### config.mk
export PLATFORM = sky130hd
export DESIGN_NAME = boot_rom_loader
export DESIGN_NICKNAME = d
export VERILOG_FILES = /design/src/rtl/boot_rom_loader.sv
export SDC_FILE = /design/constraint.sdc
export NUM_CORES = 2
export LEC_CHECK = 0
export ABC_AREA = 1
export CORE_MARGIN = 4
export CORE_UTILIZATION = 57
export CTS_CLUSTER_DIAMETER = 120
export CTS_CLUSTER_SIZE = 12
export DETAILED_ROUTE_END_ITERATION = 6
export PLACE_DENSITY = 0.76
export SLEW_MARGIN = 10
export SYNTH_ARGS = -nofsm -noshare
export SYNTH_HDL_FRONTEND = slang
export SYNTH_SLANG_ARGS = --single-unit
### constraint.sdc
create_clock -name clk -period 12.2 [get_ports clk]
set_input_delay 3.66 -clock clk [delete_from_list [all_inputs] [get_ports clk]]
set_output_delay 3.66 -clock clk [all_outputs]
set_load 0.005 [all_outputs]
### src/rtl/boot_rom_loader.sv
// Runtime-loadable boot ROM: packs 16-bit download words into a byte RAM,
// serves the CPU's registered boot-ROM read port and holds the FF50 disable latch.
module boot_rom_loader #(
  parameter int unsigned ADDR_W = 8,
  parameter logic [7:0]  FILL   = 8'hFF
) (
  input  logic              clk,
  input  logic              reset_n,
  input  logic              dl_active,
  input  logic              dl_wr,
  input  logic [15:0]       dl_addr,
  input  logic [15:0]       dl_data,
  output logic              dl_wait,
  input  logic [ADDR_W-1:0] cpu_addr,
  output logic [7:0]        cpu_data,
  input  logic              ff50_wr,
  input  logic [7:0]        ff50_din,
  output logic              boot_enabled,
  output logic              rom_valid,
  output logic [7:0]        checksum
);

  localparam int unsigned DEPTH = 2 ** ADDR_W;
  localparam logic [ADDR_W:0] CNT_FULL = {1'b1, {ADDR_W{1'b0}}};

  typedef enum logic [1:0] {
    EMPTY,
    LOAD,
    HI,
    READY
  } state_t;

  state_t            state;
  logic [ADDR_W:0]   count;
  logic [ADDR_W-1:0] hi_addr;
  logic [7:0]        hi_byte;
  logic [7:0]        mem [DEPTH];

  logic              word_in_range;
  logic              load_accept;
  logic [ADDR_W-1:0] lo_addr;
  logic [ADDR_W:0]   count_inc;
  logic              mem_we;
  logic [ADDR_W-1:0] mem_waddr;
  logic [7:0]        mem_wdata;
  logic              unused_bits;

  // A word is even-aligned, so A+1 fits exactly when no bit above ADDR_W-1 is set.
  assign word_in_range = (dl_addr[15:ADDR_W] == '0);
  assign lo_addr       = {dl_addr[ADDR_W-1:1], 1'b0};
  assign load_accept   = (state == LOAD) && dl_active && dl_wr && word_in_range;
  assign count_inc     = (count == CNT_FULL) ? count : count + 1'b1;
  assign unused_bits   = ^{dl_addr[0], ff50_din[7:1]};

  always_comb begin
    mem_we    = 1'b0;
    mem_waddr = lo_addr;
    mem_wdata = dl_data[7:0];
    if (load_accept) begin
      mem_we = 1'b1;
    end else if (state == HI) begin
      mem_we    = 1'b1;
      mem_waddr = hi_addr;
      mem_wdata = hi_byte;
    end
  end

  always_ff @(posedge clk) begin
    if (mem_we) begin
      mem[mem_waddr] <= mem_wdata;
    end
  end

  always_ff @(posedge clk or negedge reset_n) begin
    if (!reset_n) begin
      state        <= EMPTY;
      count        <= '0;
      checksum     <= '0;
      hi_addr      <= '0;
      hi_byte      <= '0;
      dl_wait      <= 1'b0;
      rom_valid    <= 1'b0;
      boot_enabled <= 1'b0;
    end else begin
      case (state)
        EMPTY, READY: begin
          if (dl_active) begin
            state     <= LOAD;
            count     <= '0;
            checksum  <= '0;
            rom_valid <= 1'b0;
          end
        end
        LOAD: begin
          if (!dl_active) begin
            if (count == CNT_FULL) begin
              state        <= READY;
              rom_valid    <= 1'b1;
              boot_enabled <= 1'b1;
            end else begin
              state <= EMPTY;
            end
          end else if (load_accept) begin
            hi_addr  <= {dl_addr[ADDR_W-1:1], 1'b1};
            hi_byte  <= dl_data[15:8];
            count    <= count_inc;
            checksum <= checksum + dl_data[7:0];
            dl_wait  <= 1'b1;
            state    <= HI;
          end
        end
        HI: begin
          count    <= count_inc;
          checksum <= checksum + hi_byte;
          dl_wait  <= 1'b0;
          state    <= LOAD;
        end
        default: state <= EMPTY;
      endcase
      // Placed last so an FF50 clear overrides a same-cycle READY entry.
      if (ff50_wr && ff50_din[0]) begin
        boot_enabled <= 1'b0;
      end
    end
  end

  always_ff @(posedge clk or negedge reset_n) begin
    if (!reset_n) begin
      cpu_data <= FILL;
    end else begin
      cpu_data <= rom_valid ? mem[cpu_addr] : FILL;
    end
  end

endmodule

# Word level (Yosys, flattened, before mapping)
# Memories as Yosys holds them, arrays and structs flattened.
# Cells that the tools add are included.
classes:
  add_sub_neg: 3
  multipliers: 0
  div: 0
  magnitude_cmp: 0
  n_eq_ne: 11
  n_shift: 0
  muxes: 32
  bitwise: 0
  reduce_logical: 17
ops:
  columns: ["op", "n"]
  rows:
  - ["two-way mux 8 bit", 8]
  - ["two-way mux 9 bit", 4]
  - ["case mux 9 bit (3 select lines)", 1]
  - ["case mux 8 bit (3 select lines)", 1]
  - ["adder 8 bit", 2]
  - ["AND reduction 3 bit", 4]
  - ["two-way mux 1 bit", 11]
  - ["adder 9 x 1 -> 9 bit, second input constant", 1]
  - ["== test 9 bit, second input constant", 1]
  - ["zero test 8 bit", 1]
  - ["two-way mux 2 bit", 4]
  - ["!= test 2 bit, second input constant", 4]
  - ["nonzero test 2 bit", 4]
  - ["case mux 2 bit (3 select lines)", 1]
  - ["== test 2 bit, second input constant", 2]
  - ["logical AND 1 bit", 4]
  - ["!= test 2 x 1 -> 1 bit, second input constant", 2]
  - ["case mux 1 bit (2 select lines)", 2]
  - ["AND reduction 4 bit", 1]
  - ["!= test 3 bit, second input constant", 1]
  - ["== test 2 x 1 -> 1 bit, second input constant", 1]
  - ["zero test 2 bit", 1]
  - ["AND reduction 2 bit", 1]
  - ["OR reduction 2 bit", 1]
totals:
  ff_bits: 46
  latch_bits: 0
  ram_bits: 2048
  rom_bits: 0
  inputBits: 53
  output_inout_bits: 19
  elab_cells: 73
  memories: 1
memory_table:
  columns: ["name", "words", "width", "rd", "rd_clocked_by_memory_dff", "wr", "line_no", "text"]
  rows:
  - ["mem", 256, 8, 1, 0, 1, "37", "logic [7:0] mem [DEPTH];"]

# Longest topological paths before layout
depth:
  depth_word: 7
  depth_mapped: 15
  ltp_nobuf: 14

# Worst setup path after synthesis
# No wires, ideal clock.
synth_path:
  kind: "input to register"
  start: "in dl_addr[11]"
  end: "mem mem[0][6] (data pin)"
  setup_time_ps: 2189
  t_arrival_ps: 14513
  required_ps: 10011
  slack_ps: -4502
  path_stages: 6
  n_path_buf: 2
  cell_sequence: "or2_1 nor3_2 nand3_2 clkbuf_1 clkbuf_1 o21ai_0"
synth_between:
  elab_chain_len: 3
synth_rtl:
  columns: ["item", "line_no", "text"]
  rows:
  - ["start: declaration", "11", "input logic [15:0] dl_addr,"]
  - ["zero test 8 bit", "49", "assign word_in_range = (dl_addr[15:ADDR_W] == '0);"]
  - ["logical AND 1 bit", "51", "assign load_accept = (state == LOAD) && dl_active && dl_wr && word_in_range;"]
  - ["two-way mux 8 bit", "59", "if (load_accept) begin"]
  - ["net mem_wdata[6]", "45", "logic [7:0] mem_wdata;"]
  - ["end: declaration", "37", null]
# The timed path passes the listed nets, and every way through them passes these cells.

# Worst setup path after layout
layout_path:
  start: "in dl_active"
  end: "mem mem[140][6], enable pin"
layout_between:
  elab_chain_len: 6
  elab_cells_between_ends: 7
  classes_between: "4 x mux; 3 x reduce/logical"
layout_rtl:
  columns: ["item", "line_no", "text"]
  rows:
  - ["start: declaration", "9", "input logic dl_active,"]
  - ["logical AND 1 bit (*) (3 in a row)", "51", null]
  - ["two-way mux 1 bit", "59", null]
  - ["two-way mux 1 bit", "69", "if (mem_we) begin"]
  - ["two-way mux 1 bit (not written as such)", "70", "mem[mem_waddr] <= mem_wdata;"]
# Mark *: on every way between the ends. The rest lies on a longest branch, timed or not.

==> results.json <==
{
  "maxSlewViolCount": 0,
  "cts_hold_buf": 0,
  "antenna_found_initial": 4,
  "report.final.setup_viol": 0,
  "drt_iter0_drc": 8377,
  "cts_buffers": 192,
  "finalHoldViolCount": 0,
  "nNetsFinal": 7169,
  "cts_setup_buffers": 0,
  "critPathRequiredTime_ns": 12.64,
  "ys_ff_latch": 2094,
  "initial_core_util": 0.575,
  "worst_pin_slew_ns": 1.26,
  "drc_errors": 0,
  "worstSkewPairLatency_ns": 0.84,
  "htree_levels": 4,
  "cellLeakagePower_nw": 31.9,
  "wl_mm": 213,
  "outcome": "finished clean",
  "max-cap-violations": 0,
  "combPwrFrac": 0.115,
  "cts_sinks": 2094,
  "synth.net_count": 7341,
  "ir_drop_mv": 0.150,
  "post-place-ws_ns": 4.14,
  "die-height_microns": 395,
  "fmax_mhz": 138,
  "post-route-min-period_ns": 7.25,
  "synth_edf_count": 2048,
  "place_area_sq_mm": 0.0871,
  "grt_use_total": 0.269,
  "synthArstFlopShare": 0.0220,
  "antenna_left": 0,
  "finalInstanceArea_sq_mm": 0.0924,
  "fin_cells": 9099,
  "io_buffers": 63,
  "core_region_area_sq_mm": 0.148,
  "finish.utilization": 0.624,
  "synthesis.area_sq_mm": 0.0852,
  "sw_frac_of_total": 0.255,
  "timing.final.ws_setup_ns": 4.95,
  "cpMostUsedCell": "nand2_1",
  "dr.pass1.iters": 6,
  "avgViaCountPerCell": 6.18,
  "synth_warnings": 0,
  "synth_area_per_cell_sq_um": 11.7,
  "area_growth_pct": 8.47,
  "hp-class": "reg2reg",
  "row_count": 141,
  "ys_seq_area_frac": 0.735,
  "dpl.hpwl_mm": 114,
  "grt_max_degree": 226,
  "overflow": 0,
  "die_area_sq_mm": 0.156,
  "drive_gt1_frac": 0.0486,
  "pin_count": 72,
  "clockBufferDepth": 3,
  "synth_cells": 7276,
  "p_switching_mw": 3.98,
  "slew_headroom": 0.159,
  "rsz0062_at_grt": "false",
  "powerDensity_mw_per_mm2": 169,
  "startpoint_type": "input pin",
  "first_global_vias": 54200,
  "die_x_microns": 395,
  "ys.flop_type": "edfxtp_1",
  "end_kind": "flip-flop",
  "cp.arrival_ns": 7.69,
  "p_seq_frac": 0.541,
  "place.gp.congestion": 0.858,
  "crit_fanout": 31,
  "clkPwrFrac": 0.344,
  "max_stage_delay_ns": 0.65,
  "p_int_mw": 11.6,
  "path_class": "in2reg",
  "synth_cell_type_count": 40,
  "vias": 56200,
  "grt_pass1_wl_mm": 321,
  "cpMaxStageDelayCell": "nand2_1",
  "cpLargestDelayFamily": "simple AND/OR/NAND/NOR gates",
  "totalPowerFinal_mw": 15.6,
  "cts_root_buffer": "clkbuf_16",
  "crit_buf_inv": 5,
  "post-place-cells": 8840,
  "fin_crit_sh": 0.594,
  "path_cells": "clkdlybuf4s50_1, nand2_1, nor3_1, nand3_2, buf_4, nand2_4, nand2_1, o21ai_1, inv_1, nor2_2, inv_1, nor2_1, nand2_1, buf_4, nor2_1",
  "avgRoutedWirePerCell_microns": 23.4,
  "path_clk_slew_ns": 0.06,
  "cts_tree": "built",
  "cts_resized": 0,
  "finalClockSkew_ns": 0.0485
}
## path summary, 6_finish.rpt
kind | start | to | slack (ns) | depth (start not counted)
max in group asynchronous | reset_n | hi_byte[6] | 8.72 | 2
min in group asynchronous | reset_n | count[2] | 2.98 | 2
min reg2reg | hi_byte[1] | hi_byte[1] | 0.48 | 2
max reg2reg | state[1] | mem[140][6] | 7.63 | 16
min | hi_byte[1] | hi_byte[1] | 0.48 | 2
max | dl_active | mem[140][6] | 4.95 | 15
## synthesized netlist by cell type, types with 3 or more instances
master / number / share of area
ha_1: 11 / 0.0016
dfstp_2: 8 / 0.0025
o21ai_0: 38 / 0.0022
a21oi_1: 8 / 0.00047
o31ai_1: 5 / 0.00044
nor2_4: 5 / 0.00066
nor3_1: 4 / 0.00023
buf_1: 82 / 0.0036
nand2_2: 11 / 0.00081
nand3_1: 2037 / 0.12
dfrtp_1: 38 / 0.011
xor2_1: 6 / 0.00062
inv_2: 9 / 0.00040
buf_2: 68 / 0.0040
xnor2_1: 4 / 0.00041
edfxtp_1: 2048 / 0.72
nor2_2: 4 / 0.00029
nor2_1: 272 / 0.012
clkbuf_1: 340 / 0.015
nand4_1: 4 / 0.00029
inv_1: 57 / 0.0025
nor4_1: 3 / 0.00022
o21ai_2: 5 / 0.00051
nand2_1: 2188 / 0.096
## power groups by stage
stage / combinational [mW] / sequential (mW) / clock (mW)
CTS: 1.76 / 8.42 / 5.41
finish: 1.80 / 8.42 / 5.36
floorplan: 0.983 / 8.86 / 0
global placement: 1.70 / 8.57 / 0
detailed placement: 1.76 / 8.57 / 0
global route: 1.92 / 8.42 / 5.71
## final cells by class
class / count / area (sq um)
antenna: 5 / 12.5
timing repair buffer: 125 / 1290
inverter: 67 / 277
sequential: 2094 / 62700
clock inverter: 14 / 250
multi-input combinational: 4624 / 20500
tap: 1930 / 2410
clock buffer: 240 / 5030
fill: 10800 / 55800
## worst min-delay path, stage by stage (launching register included)
cell     delay, ns
dfrtp_1       0.34
nand2_1       0.06
nand2_1       0.05
## per-layer routing
layer	share of wire	global-route usage
met5	0.000071	0
met4	0.034	0.101
met3	0.12	0.0612
met2	0.46	0.414
met1	0.38	0.379
## state kept, by name (all words and copies together) (netlist names)
signal	flops
hi_byte	8
state	2
checksum	8
hi_addr	8
dl_wait	1
count	9
boot_enabled	1
mem	2048
rom_valid	1
cpu_data	8
## cell usage in the layout (no fill, tap or decap), types with 5 or more instances in the layout
cell             count
ha_1                11
nand2_1           2180
o31ai_1              5
buf_4               48
nand3_1           2033
o21ai_0             29
inv_2                7
o21ai_4              8
xor2_1               6
a21oi_1              8
nor2_1             272
clkdlybuf4s50_1     57
nor2_4               5
dfrtp_1             38
buf_12              15
nand3_2              6
clkbuf_1            46
diode_2              5
nand2_2             19
edfxtp_1          2048
clkbuf_16          194
o21ai_2              5
inv_1               55
dfstp_2              8
## logic make-up (layout without fill, tap and decap cells)
family                   Yosys count  in the layout  share of synthesized area
flip-flops                      2094           2094                      0.735
AO/OA/AOI/OAI                     65             65                    0.00445
buffers and inverters            558            446                     0.0257
other                              0              5                          0
adder cells (fa/ha/maj)           12             12                    0.00185
XOR/XNOR                          10             10                    0.00103
AND/OR/NAND/NOR                 4537           4537                      0.232
## through the flow
stage | hold WS, ns | TNS, ns
floorplan | 0.423 | -7639.30
global placement | 0.466 | 0
global route | 0.510 | 0
detailed placement | 0.465 | 0
finish | 0.482 | 0
CTS | 0.483 | 0
(Power assumes the default switching activity.)
